### src/rtl/nn_pkg.sv
// nn_pkg: shared FSM state type, default widths and saturation bounds for the neuron datapath.
package nn_pkg;
    typedef enum logic [1:0] {IDLE, ACCUM, DONE} state_t;
    localparam int DATA_WIDTH = 8;
    localparam int ACC_WIDTH  = 24;
    localparam int OUT_WIDTH  = 8;
    localparam int OUT_MAX    = (1 << (OUT_WIDTH - 1)) - 1;
    localparam int OUT_MIN    = -(1 << (OUT_WIDTH - 1));
endpackage

### src/rtl/neuron_mac_if.sv
// neuron_mac_if: start/bias control, weight/activation input stream and neuron result output stream.
interface neuron_mac_if #(
    parameter int DATA_WIDTH = nn_pkg::DATA_WIDTH,
    parameter int ACC_WIDTH  = nn_pkg::ACC_WIDTH,
    parameter int OUT_WIDTH  = nn_pkg::OUT_WIDTH,
    parameter int NUM_TAPS   = 16
);
    logic                            start;
    logic signed [ACC_WIDTH-1:0]     bias;
    logic                            in_valid;
    logic                            in_ready;
    logic signed [DATA_WIDTH-1:0]    weight;
    logic signed [DATA_WIDTH-1:0]    activation;
    logic                            out_valid;
    logic                            out_ready;
    logic signed [OUT_WIDTH-1:0]     out_data;
    logic                            busy;
    logic [$clog2(NUM_TAPS+1)-1:0]   tap_count;
    modport master (output start, bias, in_valid, weight, activation, out_ready,
                    input in_ready, out_valid, out_data, busy, tap_count);
    modport slave  (input start, bias, in_valid, weight, activation, out_ready,
                    output in_ready, out_valid, out_data, busy, tap_count);
endinterface

### src/rtl/neuron_sat_shift.sv
// neuron_sat_shift: arithmetic shift, optional ReLU (NEURON_MAC_RELU_EN) and saturation to OUT_WIDTH.
module neuron_sat_shift #(
    parameter int ACC_WIDTH  = nn_pkg::ACC_WIDTH,
    parameter int OUT_WIDTH  = nn_pkg::OUT_WIDTH,
    parameter int FRAC_SHIFT = 0
) (
    input  logic signed [ACC_WIDTH-1:0] i_acc,
    output logic signed [OUT_WIDTH-1:0] o_data
);
    localparam logic signed [ACC_WIDTH-1:0] L_MAX = ACC_WIDTH'((1 << (OUT_WIDTH - 1)) - 1);
    localparam logic signed [ACC_WIDTH-1:0] L_MIN = ACC_WIDTH'(-(1 << (OUT_WIDTH - 1)));
    logic signed [ACC_WIDTH-1:0] w_sh;
    logic signed [ACC_WIDTH-1:0] w_r;
    assign w_sh = i_acc >>> FRAC_SHIFT;
`ifdef NEURON_MAC_RELU_EN
    assign w_r = w_sh[ACC_WIDTH-1] ? '0 : w_sh;
`else
    assign w_r = w_sh;
`endif
    assign o_data = (w_r > L_MAX) ? L_MAX[OUT_WIDTH-1:0] :
                    (w_r < L_MIN) ? L_MIN[OUT_WIDTH-1:0] : w_r[OUT_WIDTH-1:0];
endmodule

### src/rtl/neuron_mac.sv
// neuron_mac: one neuron dot product plus bias, scaled and saturated, over valid/ready streams.
// Build option: NEURON_MAC_RELU_EN clamps negative results to zero before saturation.
module neuron_mac
    import nn_pkg::*;
#(
    parameter int DATA_WIDTH = nn_pkg::DATA_WIDTH,
    parameter int NUM_TAPS   = 16,
    parameter int ACC_WIDTH  = nn_pkg::ACC_WIDTH,
    parameter int OUT_WIDTH  = nn_pkg::OUT_WIDTH,
    parameter int FRAC_SHIFT = 0
) (
    input logic         clk,
    input logic         reset,
    neuron_mac_if.slave bus
);
    localparam int CW = $clog2(NUM_TAPS + 1);
    state_t                          r_state;
    logic signed [ACC_WIDTH-1:0]     r_acc;
    logic [CW-1:0]                   r_cnt;
    logic signed [OUT_WIDTH-1:0]     r_out;
    logic signed [2*DATA_WIDTH-1:0]  w_prod;
    logic signed [ACC_WIDTH-1:0]     w_sum;
    logic signed [OUT_WIDTH-1:0]     w_sat;
    logic                            w_beat;
    logic                            w_last;
    assign w_prod = bus.weight * bus.activation;
    assign w_sum  = r_acc + ACC_WIDTH'(w_prod);
    assign w_beat = (r_state == ACCUM) && bus.in_valid;
    assign w_last = r_cnt == CW'(NUM_TAPS - 1);
    neuron_sat_shift #(.ACC_WIDTH(ACC_WIDTH), .OUT_WIDTH(OUT_WIDTH), .FRAC_SHIFT(FRAC_SHIFT)) u_sat (
        .i_acc  (w_sum),
        .o_data (w_sat)
    );
    always_ff @(posedge clk or negedge reset) begin
        if (!reset) begin
            r_state <= IDLE;
            r_acc   <= '0;
            r_cnt   <= '0;
            r_out   <= '0;
        end else begin
            case (r_state)
                IDLE: if (bus.start) begin
                    r_acc   <= bus.bias;
                    r_cnt   <= '0;
                    r_state <= ACCUM;
                end
                ACCUM: if (w_beat) begin
                    r_acc <= w_sum;
                    r_cnt <= r_cnt + 1'b1;
                    if (w_last) begin
                        r_out   <= w_sat;
                        r_state <= DONE;
                    end
                end
                DONE: if (bus.out_ready) r_state <= IDLE;
                default: r_state <= IDLE;
            endcase
        end
    end
    assign bus.in_ready  = r_state == ACCUM;
    assign bus.out_valid = r_state == DONE;
    assign bus.busy      = r_state != IDLE;
    assign bus.out_data  = r_out;
    assign bus.tap_count = r_cnt;
endmodule

### src/flat_wrapper.sv
// flat-port wrapper written by rule: the top's interface ports become plain ports
module neuron_mac_flat import nn_pkg::*;
#(
    parameter int DATA_WIDTH = nn_pkg::DATA_WIDTH,
    parameter int NUM_TAPS   = 16,
    parameter int ACC_WIDTH  = nn_pkg::ACC_WIDTH,
    parameter int OUT_WIDTH  = nn_pkg::OUT_WIDTH,
    parameter int FRAC_SHIFT = 0
)
  (clk, reset, bus_start, bus_bias, bus_in_valid, bus_weight, bus_activation, bus_out_ready, bus_in_ready, bus_out_valid, bus_out_data, bus_busy, bus_tap_count);
  neuron_mac_if #(.DATA_WIDTH(DATA_WIDTH), .ACC_WIDTH(ACC_WIDTH), .OUT_WIDTH(OUT_WIDTH), .NUM_TAPS(NUM_TAPS)) bus_i ();
  input logic clk;
  input logic reset;
  input wire logic [$bits(bus_i.start)-1:0] bus_start;
  input wire logic [$bits(bus_i.bias)-1:0] bus_bias;
  input wire logic [$bits(bus_i.in_valid)-1:0] bus_in_valid;
  input wire logic [$bits(bus_i.weight)-1:0] bus_weight;
  input wire logic [$bits(bus_i.activation)-1:0] bus_activation;
  input wire logic [$bits(bus_i.out_ready)-1:0] bus_out_ready;
  output wire logic [$bits(bus_i.in_ready)-1:0] bus_in_ready;
  output wire logic [$bits(bus_i.out_valid)-1:0] bus_out_valid;
  output wire logic [$bits(bus_i.out_data)-1:0] bus_out_data;
  output wire logic [$bits(bus_i.busy)-1:0] bus_busy;
  output wire logic [$bits(bus_i.tap_count)-1:0] bus_tap_count;
  assign bus_i.start = bus_start;
  assign bus_i.bias = bus_bias;
  assign bus_i.in_valid = bus_in_valid;
  assign bus_i.weight = bus_weight;
  assign bus_i.activation = bus_activation;
  assign bus_i.out_ready = bus_out_ready;
  assign bus_in_ready = bus_i.in_ready;
  assign bus_out_valid = bus_i.out_valid;
  assign bus_out_data = bus_i.out_data;
  assign bus_busy = bus_i.busy;
  assign bus_tap_count = bus_i.tap_count;
  neuron_mac #(.DATA_WIDTH(DATA_WIDTH), .NUM_TAPS(NUM_TAPS), .ACC_WIDTH(ACC_WIDTH), .OUT_WIDTH(OUT_WIDTH), .FRAC_SHIFT(FRAC_SHIFT)) u_core (.clk(clk), .reset(reset), .bus(bus_i));
endmodule
### config.mk
export PLATFORM = sky130hd
export DESIGN_NAME = neuron_mac_flat
export DESIGN_NICKNAME = d
export VERILOG_FILES = /design/src/rtl/nn_pkg.sv /design/src/rtl/neuron_mac_if.sv /design/src/rtl/neuron_sat_shift.sv /design/src/rtl/neuron_mac.sv /design/src/flat_wrapper.sv
export SDC_FILE = /design/constraint.sdc
export NUM_CORES = 1
export LEC_CHECK = 0
export BUFFER_PORTS_ARGS = -buffer_cell sky130_fd_sc_hd__buf_2
export CORE_MARGIN = 5
export CORE_UTILIZATION = 36
export DETAILED_ROUTE_END_ITERATION = 8
export PLACE_DENSITY = 0.49
export SYNTH_ARGS = -nofsm -noshare
export SYNTH_HDL_FRONTEND = slang
export SYNTH_HIERARCHICAL = 1
export SYNTH_SLANG_ARGS = --single-unit
### constraint.sdc
create_clock -name clk -period 10.05 [get_ports clk]
set_input_delay 1.005 -clock clk [delete_from_list [all_inputs] [get_ports clk]]
set_output_delay 1.005 -clock clk [all_outputs]
set_load 0.005 [all_outputs]
# Word-level counts from Yosys, hierarchy flattened
# Cells that the tools add are included.
dict set report classes {
  n_mux 13
  eq_ne 7
  order_cmp 2
  mul 1
  add_sub_neg 2
  reduce_logical 7
}
# op count
set op_table {}
lappend op_table {{$mux W24} 2}
lappend op_table {{$pmux W24 S2} 1}
lappend op_table {{$add A24 B16 Y24} 1}
lappend op_table {{$gt A24 B8 Y1 const B} 1}
lappend op_table {{$lt A24 B8 Y1 const B} 1}
lappend op_table {{$mul A8 B8 Y16} 1}
lappend op_table {{$mux W8} 2}
lappend op_table {{$mux W5} 2}
lappend op_table {{$pmux W5 S2} 1}
lappend op_table {{$mux W2} 4}
lappend op_table {{$pmux W2 S3} 1}
lappend op_table {{$reduce_and A3 Y1} 2}
lappend op_table {{$add A5 B1 Y5 const B} 1}
lappend op_table {{$eq A5 B4 Y1 const B} 1}
lappend op_table {{$ne A2 B1 Y1 const B} 2}
lappend op_table {{$ne A2 B2 Y1 const B} 2}
lappend op_table {{$reduce_and A4 Y1} 1}
lappend op_table {{$reduce_bool A2 Y1} 2}
lappend op_table {{$eq A2 B1 Y1 const B} 1}
lappend op_table {{$eq A2 B2 Y1 const B} 1}
lappend op_table {{$logic_not A2 Y1} 1}
lappend op_table {{$logic_and A1 B1 Y1} 1}
dict set report word_totals {
  regBits 39
  wordCells 36
  inputBits 45
}

# Depth between registers and ports, before layout
# Gate-level depths: netlist of run 1.
dict set report logic_depth {
  depth_word 5
  depth_mapped 21
}

# Modules after synthesis
# The synthesis of run 1 kept the hierarchy.
# module cells_each area_per_inst_um2 n_inst seq_area_each_um2
set modules_own_cells {}
lappend modules_own_cells {neuron_mac 582 5910.7 1 975.9}
lappend modules_own_cells {neuron_sat_shift 18 163.9 1 0.0}

# Worst setup path after synthesis of run 1
# OpenSTA, ideal clock, no wires.
dict set report synth_path {
  path_kind {input-to-reg}
  start {input bus_weight[7]}
  end {register u_core.r_out[0] (netlist: u_core/bus.out_data[0])}
  arrival_time_ns 6.681
  setup_time_ns 0.125
  cell_stages 19
  slack_ns 3.244
  required_time_ns 9.925
  cell_sequence {and2_1 > inv_1 > fa_1 > inv_1 > fa_1 > fa_1 > fa_1 > fa_1 > ha_1 > and3_1 > a221oi_2 > o21ai_2 > a221o_1 > a21oi_2 > xnor2_1 > nor4_1 > a41oi_1 > a21o_1 > mux2_2}
}
dict set report synth_between {
  elab_chain_cells 5
  elab_cells_between_ends 6
  cone_classes {add/sub: 1; mul: 1; order compare: 2; mux: 2}
}
# item line
set synth_lines {}
lappend synth_lines {{start, declared} flat_wrapper.sv:17} ;# input wire logic [$bits(bus_i.weight)-1:0] bus_weight;
lappend synth_lines {{$mul A8 B8 Y16 (*)} neuron_mac.sv:26} ;# assign w_prod = bus.weight * bus.activation;
lappend synth_lines {{$add A24 B16 Y24 (*)} neuron_mac.sv:27} ;# assign w_sum = r_acc + ACC_WIDTH'(w_prod);
lappend synth_lines {{via u_core.w_sum[20]} neuron_mac.sv:22} ;# logic signed [ACC_WIDTH-1:0] w_sum;
lappend synth_lines {{$lt A24 B8 Y1} neuron_sat_shift.sv:21} ;# (w_r < L_MIN) ? L_MIN[OUT_WIDTH-1:0] : w_r[OUT_WIDTH-1:0];
lappend synth_lines {{$mux W8} neuron_sat_shift.sv:21}
lappend synth_lines {{$mux W8 (*)} neuron_sat_shift.sv:20} ;# assign o_data = (w_r > L_MAX) ? L_MAX[OUT_WIDTH-1:0] :
lappend synth_lines {{via u_core.w_sat[0]} neuron_mac.sv:23} ;# logic signed [OUT_WIDTH-1:0] w_sat;
lappend synth_lines {{end signal, assigned} neuron_mac.sv:51} ;# r_out <= w_sat;
lappend synth_lines {{end, declared} neuron_mac.sv:20} ;# logic signed [OUT_WIDTH-1:0] r_out;
# Mark *: on every way through the listed nets, which the timed path passes. The rest lies on a longest branch.
# A chain may end at the register's enable or synchronous reset.

# Worst setup path in the final report of run 1
dict set report layout_path {
  start {input bus_activation[0]}
  end {register u_core.r_out[4] (netlist: u_core/bus.out_data[4])}
}
dict set report layout_between {
  elab_chain_cells 5
  elab_cells_between_ends 6
  cone_classes {add/sub: 1; mul: 1; order compare: 2; mux: 2}
}
# item line
set layout_lines {}
lappend layout_lines {{start, declared} flat_wrapper.sv:18} ;# input wire logic [$bits(bus_i.activation)-1:0] bus_activation;
lappend layout_lines {{$mul A8 B8 Y16 (*)} neuron_mac.sv:26}
lappend layout_lines {{$add A24 B16 Y24 (*)} neuron_mac.sv:27}
lappend layout_lines {{via u_core.w_sum[20]} neuron_mac.sv:22}
lappend layout_lines {{$lt A24 B8 Y1} neuron_sat_shift.sv:21}
lappend layout_lines {{$mux W8} neuron_sat_shift.sv:21}
lappend layout_lines {{$mux W8 (*)} neuron_sat_shift.sv:20}
lappend layout_lines {{via u_core.w_sat[4]} neuron_mac.sv:23}
# Marks and branches as above.

==> impl_metrics.toml, run 1 <==
[run_status]
status = "complete, no violations"

[grt]
grt_pass1_wl_mm = 25.8
gr-total-overflow = 0
grt_max_degree = 40
grt_pass1_vias = 4851
track_usage_pct = 16.0
antenna_found_initial = 0

[clock_tree]
cts_tree = "done"
htree_levels = 2
path_clk_slew_ps = 60
clkLatencyLatePin_ps = 280
cts_buffers = 5
ctsHoldBuffers = 0
cts_resized = 0
cts_buffer_depth = 2
cts.sinks = 39
root_buffer = "clkbuf_16"
postCtsSetupBuffers = 0

[synth]
ys_seq_area_share_pct = 16.1
syn-num-nets = 805
synth_cell_types = 59
syn-instance-count = 600
netlist_area_mm2 = 0.00607
synth_largest_area_cell = "fa_1"
synth_area_leaders = "fa_1 (34%), dfrtp_1 (16%), ha_1 (12%), inv_1 (5.1%), and2_1 (4.1%)"
yosys_warnings = 6
synth_edf_count = 0
synth_async_sr_flop_share_pct = 100
ys_dominant_reg_cell = "dfrtp_1"
synth_top_area_share_pct = 34.3
ys_ff_latch = 39
syn_avg_cell_area_um2 = 10.1

[timing]
tightest_slew_ps = 1050
setup_viol = 0
fin_setup_tns_ps = 0
slew_violations = 0
slew_headroom_pct = 29.8
fin_ws_ps = 2720
clock-skew-final_ps = 2.97
fmax_mhz = 136
period_needed_ps = 7330
min_period_over_period_pct = 73.0
rsz0062_at_grt = "no"
finalHoldViolations = 0

[floorplan]
core_area_mm2 = 0.0166
start_util_pct = 36.6
die_w_um = 140
pin_count = 61
dieArea_mm2 = 0.0196
row_count = 47
die_h_um = 140

[critical_path]
crit_chain = "buf_2, and2_1, inv_1, fa_1, inv_1, fa_1, fa_1, fa_1, fa_1, ha_1, and3_1, a221oi_2, o21ai_2, a221o_1, a21oi_2, xnor2_1, nor4_1, a41oi_1, a21o_1, mux2_2"
critical_path.max_fanout = 17
worstPathArrival_ps = 7500
cp_top_family = "adder cells"
cp_slowest_cell = "and2_1"
path_common_cell = "fa_1"
path_class = "primary input to flop"
slowest_delay_ps = 810
cp-end-kind = "flop"
startpoint_type = "primary input"
path_buf_inv = 3
cp.required_ps = 10220

[drt]
first_pass_iters = 4
finalWirelength_mm = 14.7
drcViolationCount = 0
avgViaCountPerCell = 4.93
routedWlPerCell_um = 16.8
vias = 4302
drt_iter0_drc = 176
ant_nets = 0

[placement]
dpl.cell_count = 864
dp_hpwl_mm = 12.6
io_buffers = 60
place_congestion = 0.839
pre_cts_ws_ps = 2390

[finish]
final_cells = 872
nNetsFinal = 856
n_antenna_cell = 0
syn_to_final_growth_pct = 10.1
drive_above_1_share_pct = 14.4

[min_path]
min_path_type = "flop to flop"

[job]
drv_cap = 0
cell usage in the layout, fill, tap and decap left out, types with 5 or more instances in the layout:
cell         n
o22ai_1     11
o21ai_0     28
a21oi_1     11
inv_1       82
ha_1        56
nand4_1      6
dfrtp_1     39
a31oi_1      9
nand2b_1     5
nor2_1      22
mux2_2       8
nor4_1       5
clkbuf_16    5
nand2_1     56
and2_1      40
nand3_1      7
a2bb2oi_1    5
a21o_1      15
xor2_1       8
fa_1       104
xnor2_1     16
buf_2       60
cell type report:
cell class,count,area [µm²]
Inverter,82,308
Timing Repair Buffer,62,315
Clock buffer,6,129
Clock inverter,2,12.5
Multi-Input combinational cell,461,4670
Sequential cell,39,976
Tap cell,220,275
Fill cell,1684,9890
layer usage:
layer / routed length, µm / global-route usage (%) / part of all wire (%) / vias up
li1: - / - / - / 2079
met1: 6990 / 22.9 / 48 / 2160
met2: 7250 / 27.3 / 49 / 58
met3: 374 / 1.87 / 2.5 / 5
met4: 68 / 1.73 / 0.46 / 0
met5: 0 / 0 / 0 / -
cells in the mapped netlist, types with 2 or more instances:
cell type / number
dfrtp_1: 39
a211oi_1: 3
a2bb2oi_1: 5
nand2b_1: 5
and2_1: 40
nor2_1: 22
clkbuf_1: 10
nor3_1: 3
o21bai_1: 4
or3_1: 2
a31oi_1: 9
clkbuf_2: 2
o22ai_1: 11
a21oi_1: 11
o21ai_2: 2
nand4_1: 6
buf_6: 3
o21ai_1: 4
or2_2: 2
inv_1: 82
mux2_2: 8
xnor2_1: 16
mux2i_1: 2
ha_1: 56
clkbuf_8: 2
a21o_1: 15
nand2_1: 56
fa_1: 104
and3_1: 2
xor2_1: 8
nand3_1: 7
nor4_1: 5
o21ai_0: 28
kinds of logic (layout without fill, tap and decap cells):
kind of cell	after synthesis	after routing	share of synthesized area [%]
AO/OA/AOI/OAI	109	109	12.5
XOR/XNOR	24	24	3.46
adder cells (fa/ha/maj)	160	160	45.8
buffers and inverters	100	152	7.00
flip-flops	39	39	16.1
multiplexers	10	10	1.81
AND/OR/NAND/NOR	158	158	13.4
flip-flops by register name (all words and copies together), names as in the netlist:
| name | count |
|---|---|
| u_core/bus.tap_count | 5 |
| u_core/r_state | 2 |
| u_core/bus.out_data | 8 |
| u_core/r_acc | 24 |
stage by stage:
stage	cell area, µm²	utilization (%)	hold slack (ps)
global placement	6550	39.5	493
finish	6690	40.3	504
detailed placement	6550	39.5	494
CTS	6690	40.3	509
floorplan	6070	-	450
global route	6690	40.3	527
final timing paths:
kind | end | cells past startpoint | startpoint | slack, ps
worst min register to register | u_core/bus.out_data[0] | 1 | u_core/bus.out_data[0] | 500
min in group asynchronous | u_core/r_acc[1] | 1 | reset | 860
max in group asynchronous | u_core/bus.tap_count[2] | 1 | reset | 8620
worst max register to register | u_core/bus.out_data[4] | 20 | u_core/r_acc[6] | 4080
worst max-delay path | u_core/bus.out_data[4] | 20 | bus_activation[0] | 2720
worst min-delay path | u_core/bus.out_data[0] | 1 | u_core/bus.out_data[0] | 500
Power of run 1 is left out: the tool's default activity adds up to more than one toggle a clock period on the data nets, which glitch-free logic cannot reach.
==> inputs of run 2 (changes only) <==
==> constraint.sdc (replaced) <==
create_clock -name clk -period 7.65 [get_ports clk]
set_input_delay 0.765 -clock clk [delete_from_list [all_inputs] [get_ports clk]]
set_output_delay 0.765 -clock clk [all_outputs]
set_load 0.005 [all_outputs]
==> run 2 against run 1 <==
  * Count of clock-buffer cells in the layout decreased by 1
  * Die area unchanged
  * Worst hold slack improved by 0.67 ps
  * Highest routed layer unchanged
==> impl_metrics.toml, run 2 (synthesized netlist as in run 1, its figures left out) <==
[critical_path]
cp-end-kind = "flop"
path_class = "primary input to flop"
critical_path.max_fanout = 8
r2r_setup_slack_ps = 1580
cp.required_ps = 7820
worstPathArrival_ps = 6780
startpoint_type = "primary input"

[finish]
largest_reg_flops = 24
syn_to_final_growth_pct = 10.9
final_area_mm2 = 0.00674
nNetsFinal = 859
top_register = "u_core/r_acc"
layout_common_cells = "fa_1 (104), inv_1 (82), buf_2 (60)"
drive_above_1_share_pct = 15.0
final_cells = 875
fill_cells = 1689
final_common_cell = "fa_1"
n_antenna_cell = 0

[timing]
period_needed_ps = 6610
fin_setup_tns_ps = 0
rsz0062_at_grt = "no"
tightest_slew_ps = 1050
whs_ps = 505
clock-skew-final_ps = 4.65
slew_violations = 0
finalHoldViolations = 0
min_period_over_period_pct = 86.4
slew_headroom_pct = 29.9
setup_viol = 0
fmax_mhz = 151

[drt]
avgViaCountPerCell = 4.97
ant_nets = 0
drt_iter0_drc = 145
first_pass_iters = 5
route.top_layer_used = "met4"
finalWirelength_mm = 15.0
routedWlPerCell_um = 17.1
vias = 4352
met1_length_mm = 6.87
met2WireLength_mm = 7.28
drcViolationCount = 0
wl_met3_um = 527

[clock_tree]
cts_buffers = 5
htree_levels = 2
path_clk_slew_ps = 60
cts_tree = "done"
root_buffer = "clkbuf_16"
postCtsSetupBuffers = 0
cts_resized = 0
cts_buffer_depth = 2
cts.sinks = 39
clkLatencyLatePin_ps = 280
ctsHoldBuffers = 0

[grt]
antenna_found_initial = 0
grt_max_degree = 40
grt_pass1_wl_mm = 25.3
grt_pass1_vias = 4789
track_usage_pct = 16.0
gr-total-overflow = 0

[floorplan]
core_area_mm2 = 0.0166
pin_count = 61
row_count = 47
die_w_um = 140
start_util_pct = 36.6
die_h_um = 140
dieArea_mm2 = 0.0196

[placement]
placed_area_mm2 = 0.00657
dpl.cell_count = 867
place_congestion = 0.838
io_buffers = 60
dp_hpwl_mm = 12.7

[min_path]
min_path_type = "flop to flop"

[run_status]
status = "complete, no violations"

[job]
drv_cap = 0
run 2: cell count changes in the layout (fill, tap and decap cells not counted), sizes merged:
cell and change:
buf +3, bufinv +1, clkbuf -1, clkinv +1
clkinvlp -1
run 2: final timing paths:
check	depth (start not counted)	endpoint	start
max in group asynchronous	1	u_core/bus.tap_count[1]	reset
worst max-delay path	20	u_core/bus.out_data[1]	bus_activation[2]
min in group asynchronous	1	u_core/r_acc[2]	reset
worst max register to register	20	u_core/bus.out_data[1]	u_core/r_acc[6]
worst min register to register	1	u_core/bus.out_data[0]	u_core/bus.out_data[0]
worst min-delay path	1	u_core/bus.out_data[0]	u_core/bus.out_data[0]
run 2: metal layers:
metal	vias to the layer above	track usage, %
met3	18	2.01
met4	0	3.62
met1	2152	22.2
met2	91	27.1
met5	-	0
li1	2091	-
run 2: critical path, cell delays in order:
cell and delay, ps:
buf_2 150, and2_1 250, fa_1 530, fa_1 570
buf_4 210, inv_1 120, fa_1 540, inv_1 50
fa_1 410, ha_1 280, ha_1 400, a211oi_2 260
o21bai_2 130, a2111o_1 380, o22a_1 240, xor2_1 200
nor4_1 370, a41oi_1 360, a21o_1 270, mux2_2 260
run 2: final cells by class:
cell class	count	area, µm²	area share, %
Inverter	82	308	4.57
Sequential cell	39	976	14.5
Clock inverter	3	43.8	0.650
Clock buffer	5	125	1.86
Multi-Input combinational cell	461	4670	69.3
Timing Repair Buffer	65	338	5.01
Tap cell	220	275	4.08
run 2: stage by stage:
| step | utilization, % | setup WS, ps |
|---|---|---|
| after floorplan | - | 1080 |
| after global placement | 39.6 | 892 |
| after detailed placement | 39.6 | 722 |
| after CTS | 40.6 | 988 |
| after global routing | 40.6 | 625 |
| final | 40.6 | 1040 |
Power of run 2 is left out for the same reason.
==> inputs of run 3 (changes only) <==
--- a/config.mk
+++ b/config.mk
@@ -10,6 +10,7 @@
 export CORE_UTILIZATION = 36
 export DETAILED_ROUTE_END_ITERATION = 8
 export PLACE_DENSITY = 0.49
+export RECOVER_POWER = 25
 export SYNTH_ARGS = -nofsm -noshare
 export SYNTH_HDL_FRONTEND = slang
 export SYNTH_HIERARCHICAL = 1
==> run 3 against run 2 <==
  * The run now ends with capacitance limit, slew limit left
  * Clock skew is essentially flat
  * First-iteration DRC count grew 12%
  * Flip-flop and latch count is the same
  * Design area is essentially flat
  * Worst hold slack is essentially flat
  * Critical endpoint unchanged
  * Core utilization is essentially flat
  * Fmax shrank 0.54%
  * Die area is the same
==> impl_metrics.toml, run 3 (synthesized netlist as in run 1, its figures left out) <==
[run_status]
status = "finished, violations left"
violations = "capacitance limit, slew limit"

[critical_path]
cp.required_ps = 7820
critical_path.max_fanout = 8
cp-end-kind = "flop"
crit_chain = "buf_2, and2_1, fa_1, fa_1, buf_4, inv_1, fa_1, inv_1, fa_1, ha_1, ha_1, a211oi_2, o21bai_2, a2111o_1, o22a_1, xor2_1, nor4_1, a41oi_1, a21o_1, mux2_2"
startpoint_type = "primary input"
worst-r2r-cell-count = 20
worstPathArrival_ps = 6810
timing.rr.end = "u_core/bus.out_data[1]"
timing.rr.start = "u_core/r_acc[6]"
slowest_delay_ps = 570
path_common_cell = "fa_1"
r2r_setup_slack_ps = 1550
path_class = "primary input to flop"
cp_slowest_cell = "fa_1"

[finish]
syn_to_final_growth_pct = 10.9
n_antenna_cell = 0
final_cells = 875
largest_reg_flops = 24
final_area_mm2 = 0.00674
top_register = "u_core/r_acc"
drive_above_1_share_pct = 14.8
final_common_cell = "fa_1"
nNetsFinal = 859
fill_cells = 1689
layout_common_cells = "fa_1 (104), inv_1 (82), buf_2 (59)"

[clock_tree]
cts.sinks = 39
root_buffer = "clkbuf_16"
htree_levels = 2
cts_resized = 0
ctsHoldBuffers = 0
cts_buffers = 5
cts_buffer_depth = 2
clkLatencyLatePin_ps = 280
postCtsSetupBuffers = 0
cts_tree = "done"
path_clk_slew_ps = 60

[floorplan]
die_w_um = 140
pin_count = 61
core_area_mm2 = 0.0166
die_h_um = 140
start_util_pct = 36.6
dieArea_mm2 = 0.0196
row_count = 47

[timing]
finalHoldViolations = 0
min_period_over_period_pct = 86.8
slew_violations = 40
setup_viol = 0
whs_ps = 505
slew_headroom_pct = -44.1
rsz0062_at_grt = "no"
clock-skew-final_ps = 4.51
fmax_mhz = 151
fin_setup_tns_ps = 0
period_needed_ps = 6640
tightest_slew_ps = 2160

[drt]
avgViaCountPerCell = 4.95
ant_nets = 0
drcViolationCount = 0
vias = 4328
first_pass_iters = 5
drt_iter0_drc = 163
routedWlPerCell_um = 17.2
finalWirelength_mm = 15.0

[grt]
grt_max_degree = 40
antenna_found_initial = 0
track_usage_pct = 16.0
grt_pass1_vias = 4789
gr-total-overflow = 0
grt_pass1_wl_mm = 25.3

[min_path]
min_path_cells = 1
worstHoldStart = "u_core/bus.out_data[0]"
min_to = "u_core/bus.out_data[0]"
min_path_type = "flop to flop"

[placement]
dp_hpwl_mm = 12.7
dpl.cell_count = 867
placed_area_mm2 = 0.00657
place_congestion = 0.838
io_buffers = 60

[job]
drv_cap = 1
[run 3: final cells by class]
cell class / count / area [µm²] / area share (%)
multi-input cells: 461 / 4670 / 69.4
flip-flops and latches: 39 / 976 / 14.5
clock buffers: 5 / 125 / 1.86
clock inverters: 3 / 43.8 / 0.650
well taps: 220 / 275 / 4.09
repair buffers: 65 / 337 / 5.00
inverters: 82 / 308 / 4.57
[run 3: how the worst max path moves through the flow]
stage	start	end	slack (ps)	cells past startpoint
CTS	bus_activation[2]	u_core/bus.out_data[1]	990	20
floorplan	bus_weight[7]	u_core/bus.out_data[0]	1080	19
finish	bus_activation[2]	u_core/bus.out_data[1]	1010	20
global route	bus_activation[2]	u_core/bus.out_data[1]	630	21
global placement	bus_weight[7]	u_core/bus.out_data[3]	890	20
detailed placement	bus_activation[2]	u_core/bus.out_data[1]	720	20
[run 3: stage by stage]
stage | worst slack (ps) | util, %
after floorplan | 1080 | -
after global placement | 892 | 39.6
after detailed placement | 722 | 39.6
after CTS | 988 | 40.6
after global routing | 625 | 40.6
final | 1010 | 40.6
[run 3: routing by layer]
layer / wire [µm] / share of wire, % / track usage (%)
met1: 6980 / 46 / 22.2
met2: 7310 / 49 / 27.1
met3: 452 / 3.0 / 2.01
met4: 288 / 1.9 / 3.62
met5: 0 / 0 / 0
[run 3: worst max-delay path: cells and delay by family]
| family | cells | cell delay (ps) |
|---|---|---|
| adders and majority gates | 6 | 2730 |
| AOI/OAI and AO/OA | 6 | 1660 |
| and+or+nand+nor | 2 | 630 |
| buffers and inverters | 4 | 530 |
| muxes | 1 | 260 |
| xor gates and xnor gates | 1 | 200 |
Power of run 3 is left out for the same reason.
